==> src/rtl/csr_unit_pkg.sv <==
// +----------------------------------------------------------------------+
// | Module     : csr_unit_pkg                                            |
// | Description: Shared types and constants for the machine-mode CSR     |
// |              file: op modes, CSR addresses, mstatus bit positions    |
// |              and mcause codes.                                       |
// | Revision   : 1.0 - initial release                                   |
// +----------------------------------------------------------------------+
`default_nettype none

package csr_unit_pkg;

  typedef enum logic [1:0] {
    CSR_NONE = 2'd0,
    CSR_RW   = 2'd1,
    CSR_SET  = 2'd2,
    CSR_CLR  = 2'd3
  } csr_op_mode_t;

  localparam logic [11:0] CSR_MSTATUS   = 12'h300;
  localparam logic [11:0] CSR_MISA      = 12'h301;
  localparam logic [11:0] CSR_MTVEC     = 12'h305;
  localparam logic [11:0] CSR_MSCRATCH  = 12'h340;
  localparam logic [11:0] CSR_MEPC      = 12'h341;
  localparam logic [11:0] CSR_MCAUSE    = 12'h342;
  localparam logic [11:0] CSR_MHARTID   = 12'hF14;
  localparam logic [11:0] CSR_MCYCLE    = 12'hB00;
  localparam logic [11:0] CSR_MCYCLEH   = 12'hB80;
  localparam logic [11:0] CSR_MINSTRET  = 12'hB02;
  localparam logic [11:0] CSR_MINSTRETH = 12'hB82;
  localparam logic [11:0] CSR_CYCLE     = 12'hC00;
  localparam logic [11:0] CSR_CYCLEH    = 12'hC80;
  localparam logic [11:0] CSR_INSTRET   = 12'hC02;
  localparam logic [11:0] CSR_INSTRETH  = 12'hC82;

  localparam int MSTATUS_MIE  = 3;
  localparam int MSTATUS_MPIE = 7;

  localparam logic [31:0] MCAUSE_ILLEGAL_INSTR = 32'd2;
  localparam logic [31:0] MCAUSE_BREAKPOINT    = 32'd3;
  localparam logic [31:0] MCAUSE_ECALL_M       = 32'd11;

  // True for any of the eight counter addresses (machine or user shadow).
  function automatic logic is_counter_addr(input logic [11:0] addr);
    return (addr == CSR_MCYCLE)  || (addr == CSR_MCYCLEH)  ||
           (addr == CSR_MINSTRET)|| (addr == CSR_MINSTRETH)||
           (addr == CSR_CYCLE)   || (addr == CSR_CYCLEH)   ||
           (addr == CSR_INSTRET) || (addr == CSR_INSTRETH);
  endfunction

endpackage

`default_nettype wire

==> src/rtl/csr_unit_if.sv <==
// +----------------------------------------------------------------------+
// | Module     : csr_unit_if                                             |
// | Description: CSR request / trap signalling bundle between the        |
// |              decode-control logic (master) and csr_unit (slave).     |
// | Revision   : 1.0 - initial release                                   |
// +----------------------------------------------------------------------+
`default_nettype none

interface csr_unit_if;
  import csr_unit_pkg::*;

  logic         csr_r_en_i;
  csr_op_mode_t csr_op_mode_i;
  logic [11:0]  csr_addr_i;
  logic [31:0]  csr_wdata_i;
  logic [31:0]  csr_rdata_o;
  logic         csr_exception_o;
  logic         exception_i;
  logic [3:0]   excep_code_i;
  logic [31:0]  excep_pc_i;
  logic         ret_i;
  logic         retire_i;
  logic         trap_redirect_o;
  logic [31:0]  trap_pc_o;

  modport master (
    output csr_r_en_i, csr_op_mode_i, csr_addr_i, csr_wdata_i,
    output exception_i, excep_code_i, excep_pc_i, ret_i, retire_i,
    input  csr_rdata_o, csr_exception_o, trap_redirect_o, trap_pc_o
  );

  modport slave (
    input  csr_r_en_i, csr_op_mode_i, csr_addr_i, csr_wdata_i,
    input  exception_i, excep_code_i, excep_pc_i, ret_i, retire_i,
    output csr_rdata_o, csr_exception_o, trap_redirect_o, trap_pc_o
  );

endinterface

`default_nettype wire

==> src/rtl/csr_unit_counter64.sv <==
// +----------------------------------------------------------------------+
// | Module     : csr_counter64                                           |
// | Description: 64-bit free-running counter with increment enable and   |
// |              independent low/high 32-bit write ports. Any write      |
// |              suppresses that cycle's increment for the whole counter.|
// | Revision   : 1.0 - initial release                                   |
// +----------------------------------------------------------------------+
`default_nettype none

module csr_counter64 (
  input  wire logic        clk_i,
  input  wire logic        rst_n_i,
  input  wire logic        inc_en,
  input  wire logic        lo_we,
  input  wire logic        hi_we,
  input  wire logic [31:0] wdata,
  output logic      [63:0] count
);

  logic [63:0] r_count;

  // Software writes take precedence over counting; the untouched half keeps its value.
  always_ff @(posedge clk_i or negedge rst_n_i) begin
    if (!rst_n_i) begin
      r_count <= 64'd0;
    end else if (lo_we || hi_we) begin
      if (lo_we) r_count[31:0]  <= wdata;
      if (hi_we) r_count[63:32] <= wdata;
    end else if (inc_en) begin
      r_count <= r_count + 64'd1;
    end
  end

  assign count = r_count;

endmodule

`default_nettype wire

==> src/rtl/csr_unit.sv <==
// +----------------------------------------------------------------------+
// | Module     : csr_unit                                                |
// | Description: Machine-mode CSR file and trap sequencer. Zicsr RMW in  |
// |              X, read data / illegal fault registered into M, and     |
// |              trap / mret redirect PC.                                |
// | Config     : CSR_COUNTERS_EN - implements mcycle/minstret (and the   |
// |              read-only cycle/instret shadows) as 64-bit counters.    |
// | Revision   : 1.0 - initial release                                   |
// +----------------------------------------------------------------------+
`default_nettype none

module csr_unit
  import csr_unit_pkg::*;
#(
  parameter logic [31:0] HART_ID     = 32'h0,
  parameter logic [31:0] MTVEC_RESET = 32'h0,
  parameter logic [31:0] MISA_VAL    = 32'h4000_0100
) (
  input wire logic clk_i,
  input wire logic rst_n_i,
  csr_unit_if.slave bus
);

`ifdef CSR_COUNTERS_EN
  localparam bit CNT_EN = 1'b1;
`else
  localparam bit CNT_EN = 1'b0;
`endif

  logic        r_mie, r_mpie;
  logic [31:0] r_mtvec, r_mscratch, r_mepc, r_mcause;
  logic [31:0] r_rdata;
  logic        r_exc;

  logic [31:0] w_mstatus, w_old, w_new, w_cnt_rd;
  logic        w_impl, w_is_write, w_illegal, w_we;
  logic        w_take_trap, w_flush, w_mret;

  assign w_take_trap = bus.exception_i | r_exc;
  assign w_flush     = w_take_trap | bus.ret_i;
  assign w_mret      = bus.ret_i & ~w_take_trap;

  assign w_mstatus = {19'd0, 2'b11, 3'd0, r_mpie, 3'd0, r_mie, 3'd0};

  // Read mux: old value of the addressed CSR and whether the address exists.
  always_comb begin
    w_old  = 32'd0;
    w_impl = 1'b1;
    case (bus.csr_addr_i)
      CSR_MSTATUS:  w_old = w_mstatus;
      CSR_MISA:     w_old = MISA_VAL;
      CSR_MTVEC:    w_old = r_mtvec;
      CSR_MSCRATCH: w_old = r_mscratch;
      CSR_MEPC:     w_old = r_mepc;
      CSR_MCAUSE:   w_old = r_mcause;
      CSR_MHARTID:  w_old = HART_ID;
      CSR_MCYCLE, CSR_MCYCLEH, CSR_MINSTRET, CSR_MINSTRETH,
      CSR_CYCLE, CSR_CYCLEH, CSR_INSTRET, CSR_INSTRETH:
                    w_old = w_cnt_rd;
      default:      w_impl = 1'b0;
    endcase
  end

  // Zicsr modify: SET/CLR with a zero operand is a pure read.
  always_comb begin
    w_is_write = 1'b0;
    w_new      = w_old;
    case (bus.csr_op_mode_i)
      CSR_RW:  begin w_is_write = 1'b1;                    w_new = bus.csr_wdata_i;          end
      CSR_SET: begin w_is_write = |bus.csr_wdata_i;        w_new = w_old | bus.csr_wdata_i;  end
      CSR_CLR: begin w_is_write = |bus.csr_wdata_i;        w_new = w_old & ~bus.csr_wdata_i; end
      default: begin w_is_write = 1'b0;                    w_new = w_old;                    end
    endcase
  end

  // Counter addresses never fault when the counters are absent (they behave as read-zero).
  assign w_illegal = bus.csr_r_en_i &
                     (~w_impl |
                      ((bus.csr_addr_i[11:10] == 2'b11) & w_is_write &
                       (CNT_EN | ~is_counter_addr(bus.csr_addr_i))));

  // A trap or mret in M flushes the X instruction, so its write never lands.
  assign w_we = bus.csr_r_en_i & w_is_write & ~w_illegal & ~w_flush;

  // M-stage result registers; a flushed instruction must not raise its own fault.
  always_ff @(posedge clk_i or negedge rst_n_i) begin
    if (!rst_n_i) begin
      r_rdata <= 32'd0;
      r_exc   <= 1'b0;
    end else begin
      r_rdata <= bus.csr_r_en_i ? w_old : 32'd0;
      r_exc   <= w_illegal & ~w_flush;
    end
  end

  // Trap state: trap beats mret beats software write.
  always_ff @(posedge clk_i or negedge rst_n_i) begin
    if (!rst_n_i) begin
      r_mie    <= 1'b0;
      r_mpie   <= 1'b0;
      r_mepc   <= 32'd0;
      r_mcause <= 32'd0;
    end else if (w_take_trap) begin
      r_mepc   <= bus.excep_pc_i & ~32'h3;
      r_mcause <= bus.exception_i ? {28'd0, bus.excep_code_i} : MCAUSE_ILLEGAL_INSTR;
      r_mpie   <= r_mie;
      r_mie    <= 1'b0;
    end else if (w_mret) begin
      r_mie    <= r_mpie;
      r_mpie   <= 1'b1;
    end else if (w_we) begin
      case (bus.csr_addr_i)
        CSR_MSTATUS: begin
          r_mie  <= w_new[MSTATUS_MIE];
          r_mpie <= w_new[MSTATUS_MPIE];
        end
        CSR_MEPC:   r_mepc   <= w_new & ~32'h3;
        CSR_MCAUSE: r_mcause <= w_new;
        default: ;
      endcase
    end
  end

  // Plain software-only registers.
  always_ff @(posedge clk_i or negedge rst_n_i) begin
    if (!rst_n_i) begin
      r_mtvec    <= MTVEC_RESET & ~32'h3;
      r_mscratch <= 32'd0;
    end else if (w_we) begin
      if (bus.csr_addr_i == CSR_MTVEC)    r_mtvec    <= w_new & ~32'h3;
      if (bus.csr_addr_i == CSR_MSCRATCH) r_mscratch <= w_new;
    end
  end

`ifdef CSR_COUNTERS_EN
  logic [63:0] w_mcycle, w_minstret;

  csr_counter64 u_mcycle (
    .clk_i   (clk_i),
    .rst_n_i (rst_n_i),
    .inc_en  (1'b1),
    .lo_we   (w_we & (bus.csr_addr_i == CSR_MCYCLE)),
    .hi_we   (w_we & (bus.csr_addr_i == CSR_MCYCLEH)),
    .wdata   (w_new),
    .count   (w_mcycle)
  );

  csr_counter64 u_minstret (
    .clk_i   (clk_i),
    .rst_n_i (rst_n_i),
    .inc_en  (bus.retire_i),
    .lo_we   (w_we & (bus.csr_addr_i == CSR_MINSTRET)),
    .hi_we   (w_we & (bus.csr_addr_i == CSR_MINSTRETH)),
    .wdata   (w_new),
    .count   (w_minstret)
  );

  // Counter halves, shared by the machine registers and their user shadows.
  always_comb begin
    w_cnt_rd = 32'd0;
    case (bus.csr_addr_i)
      CSR_MCYCLE,    CSR_CYCLE:    w_cnt_rd = w_mcycle[31:0];
      CSR_MCYCLEH,   CSR_CYCLEH:   w_cnt_rd = w_mcycle[63:32];
      CSR_MINSTRET,  CSR_INSTRET:  w_cnt_rd = w_minstret[31:0];
      CSR_MINSTRETH, CSR_INSTRETH: w_cnt_rd = w_minstret[63:32];
      default:                     w_cnt_rd = 32'd0;
    endcase
  end
`else
  logic w_unused_retire;
  assign w_unused_retire = bus.retire_i;
  assign w_cnt_rd        = 32'd0;
`endif

  assign bus.csr_rdata_o     = r_rdata;
  assign bus.csr_exception_o = r_exc;
  assign bus.trap_redirect_o = w_flush;
  assign bus.trap_pc_o       = w_take_trap ? r_mtvec : r_mepc;

endmodule

`default_nettype wire

==> src/flat_wrapper.sv <==
// flat-port wrapper written by rule: the top's interface ports become plain ports
module csr_unit_flat import csr_unit_pkg::*;
#(
  parameter logic [31:0] HART_ID     = 32'h0,
  parameter logic [31:0] MTVEC_RESET = 32'h0,
  parameter logic [31:0] MISA_VAL    = 32'h4000_0100
)
  (clk_i, rst_n_i, bus_csr_r_en_i, bus_csr_op_mode_i, bus_csr_addr_i, bus_csr_wdata_i, bus_exception_i, bus_excep_code_i, bus_excep_pc_i, bus_ret_i, bus_retire_i, bus_csr_rdata_o, bus_csr_exception_o, bus_trap_redirect_o, bus_trap_pc_o);
  csr_unit_if bus_i ();
  input wire logic clk_i;
  input wire logic rst_n_i;
  input wire logic [$bits(bus_i.csr_r_en_i)-1:0] bus_csr_r_en_i;
  input wire logic [$bits(bus_i.csr_op_mode_i)-1:0] bus_csr_op_mode_i;
  input wire logic [$bits(bus_i.csr_addr_i)-1:0] bus_csr_addr_i;
  input wire logic [$bits(bus_i.csr_wdata_i)-1:0] bus_csr_wdata_i;
  input wire logic [$bits(bus_i.exception_i)-1:0] bus_exception_i;
  input wire logic [$bits(bus_i.excep_code_i)-1:0] bus_excep_code_i;
  input wire logic [$bits(bus_i.excep_pc_i)-1:0] bus_excep_pc_i;
  input wire logic [$bits(bus_i.ret_i)-1:0] bus_ret_i;
  input wire logic [$bits(bus_i.retire_i)-1:0] bus_retire_i;
  output wire logic [$bits(bus_i.csr_rdata_o)-1:0] bus_csr_rdata_o;
  output wire logic [$bits(bus_i.csr_exception_o)-1:0] bus_csr_exception_o;
  output wire logic [$bits(bus_i.trap_redirect_o)-1:0] bus_trap_redirect_o;
  output wire logic [$bits(bus_i.trap_pc_o)-1:0] bus_trap_pc_o;
  assign bus_i.csr_r_en_i = bus_csr_r_en_i;
  assign bus_i.csr_op_mode_i = bus_csr_op_mode_i;
  assign bus_i.csr_addr_i = bus_csr_addr_i;
  assign bus_i.csr_wdata_i = bus_csr_wdata_i;
  assign bus_i.exception_i = bus_exception_i;
  assign bus_i.excep_code_i = bus_excep_code_i;
  assign bus_i.excep_pc_i = bus_excep_pc_i;
  assign bus_i.ret_i = bus_ret_i;
  assign bus_i.retire_i = bus_retire_i;
  assign bus_csr_rdata_o = bus_i.csr_rdata_o;
  assign bus_csr_exception_o = bus_i.csr_exception_o;
  assign bus_trap_redirect_o = bus_i.trap_redirect_o;
  assign bus_trap_pc_o = bus_i.trap_pc_o;
  csr_unit #(.HART_ID(HART_ID), .MTVEC_RESET(MTVEC_RESET), .MISA_VAL(MISA_VAL)) u_core (.clk_i(clk_i), .rst_n_i(rst_n_i), .bus(bus_i));
endmodule
==> config.mk <==
export PLATFORM = sky130hd
export DESIGN_NAME = csr_unit_flat
export DESIGN_NICKNAME = d
export VERILOG_FILES = /design/src/rtl/csr_unit_pkg.sv /design/src/rtl/csr_unit_if.sv /design/src/rtl/csr_unit_counter64.sv /design/src/rtl/csr_unit.sv /design/src/flat_wrapper.sv
export SDC_FILE = /design/constraint.sdc
export NUM_CORES = 1
export LEC_CHECK = 0
export BUFFER_PORTS_ARGS = -buffer_cell sky130_fd_sc_hd__buf_2
export CORE_MARGIN = 3
export CORE_UTILIZATION = 40
export DETAILED_ROUTE_END_ITERATION = 10
export GPL_TIMING_DRIVEN = 0
export HOLD_SLACK_MARGIN = 0.15
export PLACE_DENSITY = 0.57
export SETUP_SLACK_MARGIN = 0.2
export SLEW_MARGIN = 20
export SYNTH_ARGS = -nofsm -noshare
export SYNTH_HDL_FRONTEND = slang
export SYNTH_SLANG_ARGS = --single-unit
==> constraint.sdc <==
create_clock -name clk_i -period 2.49 [get_ports clk_i]
set_input_delay 0.1245 -clock clk_i [delete_from_list [all_inputs] [get_ports clk_i]]
set_output_delay 0.1245 -clock clk_i [all_outputs]
set_load 0.01 [all_outputs]
==> results.md <==
* Post-route insts no fill at 1471
* Yosys warns at 0
* Placed Cells at approximately 1400
* FP Rows at 53
* Fill cells at 2025
* GPL Wtd Cong at 0.9755
* Post-synth EDFFs at 0
* Critical path type: input pin to flop
* First-pass GRT wire length at between 50 and 60 mm
* DPL Wire Length at 24.24 mm
* Final hold slack at 0.1534 ns
* Layout Nets at 1271
* Final period utilization at 0.9036
* Status: complete, no violations
* CTS root buffer: clkbuf_16
* Port-buffer cells at 145
* First-pass DRT Iterations at 5
* Slowest CP cell: clkbuf_1
* Initial Util at 0.4090
* Top-area cell type share of the netlist area at 0.4613
* Final Hold Fails at 0
* FF-to-FF Start: u_core.r_mtvec[3]
* Synth Register Bits at 159
* CP Max Fanout at 10
* Commonest non-fill, non-tap cell in the layout: nand2_1
* Least-Margin Pin Slew at 0.8560 ns
* Post-Syn Area at 8626 um^2
* Ant diodes at 0
* CP required at approximately 2.8 ns
* ANT nets after route at 0
* Power Dens Cells at 570.1 nW/um^2
* Top FF cell, synth: dfrtp_1
* Worst reg2reg path depth at 6
* Post-CTS Setup Bufs at 0
* Maximum root-to-sink buffer count at 2
* Vias in the first global route at 8585
* Die height at 152.9 um
* Gr usage total at 0.2971
* Worst slew margin relative to its limit at 0.4251
* Antenna violations before repair at 1
* Core area at 21090 um^2
* Worst clock skew at 0.01106 ns
* Sequential fraction of the synthesis area at 0.4613
* R2r endpoint: u_core.r_mepc[3]
* CP arrival at 2.53 ns
* Synth area leader: dfrtp_1
* CTS tree: built
* Initial DRC Count at 918
* Worst Setup End Kind: flop
* Layout Area Growth over Synthesis at 26.56%
* Syn Area/Cell at 8.847 um^2
* Synth Instances at 975
* Max Slew Vio Count at 0
* Ports at 154
* Setup TNS at 0 ns
* Largest net degree at the start of global routing at 94
* Post-synth ARST share at 1.000
* Via count at 8745
* Max cap viols at 0
* CTS buffer count at 17
* Final setup vio count at 0
* CP peak stage delay at 0.52 ns
* Most frequent cells in the layout: nand2_1, dfrtp_1, buf_2
* H-tree levels at 4
* Die area at 23360 um^2
* Synth cell types at 75
* Total wire length at 34.80 mm
* Vias per Instance at between 5 and 6
* CTS sink count at about 160
* Reg2reg setup slack at 0.32 ns
* Grt ovf at 0
* Crit-path cells: buf_2 > clkbuf_1 > clkbuf_1 > clkbuf_1 > mux2i_1 > a21oi_1 > o21ai_0
* Die extent in x at 152.9 um
* Leakage power at 5.004 nW
* Clock-pin slew on the worst setup and hold paths at 0.07 ns
* Final min period at between 2 and 2.5 ns
* Worst Hold Class: input pin to flop
* Worst setup SP type: input pin
* Drt wl/cell at 23.65 um
* Crit path to: u_core.r_mcause[8]
* Max IR drop VDD at 0.4470 mV
* RSZ-0062 raised after global routing: yes
* F_max at 444.5 MHz
* Setup crit start: bus_csr_op_mode_i[0]
* Dominant cells by area after synthesis: dfrtp_1, nand2_1, o21ai_0
* Share of layout cells above drive strength 1 at 0.2341
* Clock latency on the worst-skew pair at 0.44 ns
* Cell with the most instances on the worst path: clkbuf_1
* Post-route DRC at 0
[how the worst min path moves through the flow]
stage                       start                         end  depth (start not counted)
4_1_cts        bus_csr_wdata_i[4]          u_core.r_mcause[4]                          4
3_5_place_dp              rst_n_i  u_core.bus.csr_rdata_o[24]                          1
2_1_floorplan             rst_n_i  u_core.bus.csr_exception_o                          0
5_1_grt        bus_csr_wdata_i[3]          u_core.r_mcause[3]                          3
3_3_place_gp    bus_excep_pc_i[6]            u_core.r_mepc[6]                          3
6_report       bus_csr_wdata_i[3]          u_core.r_mcause[3]                          3
[state kept, by name, summed over array words and instances, names as in the netlist]
signal and flops:
u_core.bus.csr_rdata_o 32, u_core.r_mie 1, u_core.r_mscratch 32, u_core.r_mtvec 30, u_core.bus.csr_exception_o 1, u_core.r_mpie 1, u_core.r_mepc 30, u_core.r_mcause 32
[report_power, final]
| group | leakage (nW) | switching (mW) | internal, mW |
|---|---|---|---|
| Combinational | 2.56 | 0.541 | 0.312 |
| Sequential | 2.15 | 0.0464 | 2.64 |
| Clock | 0.286 | 1.15 | 1.53 |
[worst max-delay path, delay by kind of cell]
kind            cells  cell delay, ns
buf+inv             4            1.55
compound gates      2            0.65
mux                 1            0.18
[metrics by stage]
| stage | utilization | cell area (um^2) | total power, mW | setup slack (ns) |
|---|---|---|---|---|
| 3_3_place_gp | 0.4600 | 9699 | 3.487 | -1.298 |
| 3_5_place_dp | 0.4621 | 9746 | 3.501 | -0.7811 |
| 6_report | 0.5177 | 10920 | 6.224 | 0.2401 |
| 4_1_cts | 0.5151 | 10860 | 6.211 | 0.1952 |
| 5_1_grt | 0.5177 | 10920 | 6.409 | 0.1642 |
| 2_1_floorplan | - | 8630 | 3.108 | 0.4528 |
[layer usage]
layer  routed length (um)  part of all wire  global-route usage  vias up
met5                   13           0.00037                   0        -
met3                 3106             0.089             0.06993       92
li1                     -                 -                   -     3906
met1                15080              0.43              0.4194     4293
met2                15200              0.44              0.4457      452
met4                 1401             0.040              0.1133        2
[synthesized netlist by cell type (4+ instances only)]
library cell	n
nand2_1	250
dfrtp_1	159
o21ai_0	105
clkbuf_1	60
nand3_1	34
nor2b_1	24
mux2_2	21
a22oi_1	17
a32o_1	17
a22o_1	16
o21ai_1	16
a21o_1	15
nor2_1	15
o21a_1	15
a21oi_1	13
and2_1	11
nand2b_1	11
buf_2	10
nor4_1	10
mux2i_1	9
a211o_1	8
nor3_1	8
o221ai_1	8
and3_1	7
o22ai_1	7
a41oi_2	6
inv_1	6
nand4_1	6
a211oi_1	5
a21boi_0	5
buf_1	5
buf_4	4
nand3b_1	4
[timing repair]
action                                 4_1_cts  5_1_grt
endpoints found under the hold margin      106        0
pin swaps                                    0        1
setup endpoints to repair                  121      112
hold buffers                                43        0
gates resized for setup                     34       42
[cell type report]
| type | count | area (um^2) | share of cell area |
|---|---|---|---|
| sequential | 159 | 3979 | 0.3645 |
| clock buffer | 19 | 452.9 | 0.04149 |
| multi-input combinational | 729 | 4380 | 0.4013 |
| tap | 275 | 344.1 | 0.03152 |
| clock inverter | 13 | 137.6 | 0.01261 |
| timing repair buffer | 189 | 1194 | 0.1093 |
| inverter | 6 | 22.52 | 0.002063 |
| buffer | 81 | 406.6 | 0.03725 |
[cell families (layout without fill, tap and decap cells)]
family                 count (synthesis)  in the layout  synth area share
XOR/XNOR                               3              3          0.003047
buffers and inverters                 88            308           0.04337
flip-flops                           159            159            0.4613
other                                  1              2         0.0004347
multiplexers                          31             31           0.03917
AND/OR/NAND/NOR                      410            410            0.2253
AO/OA/AOI/OAI                        283            283            0.2274
Note: power is estimated with default switching activity, not from simulation.
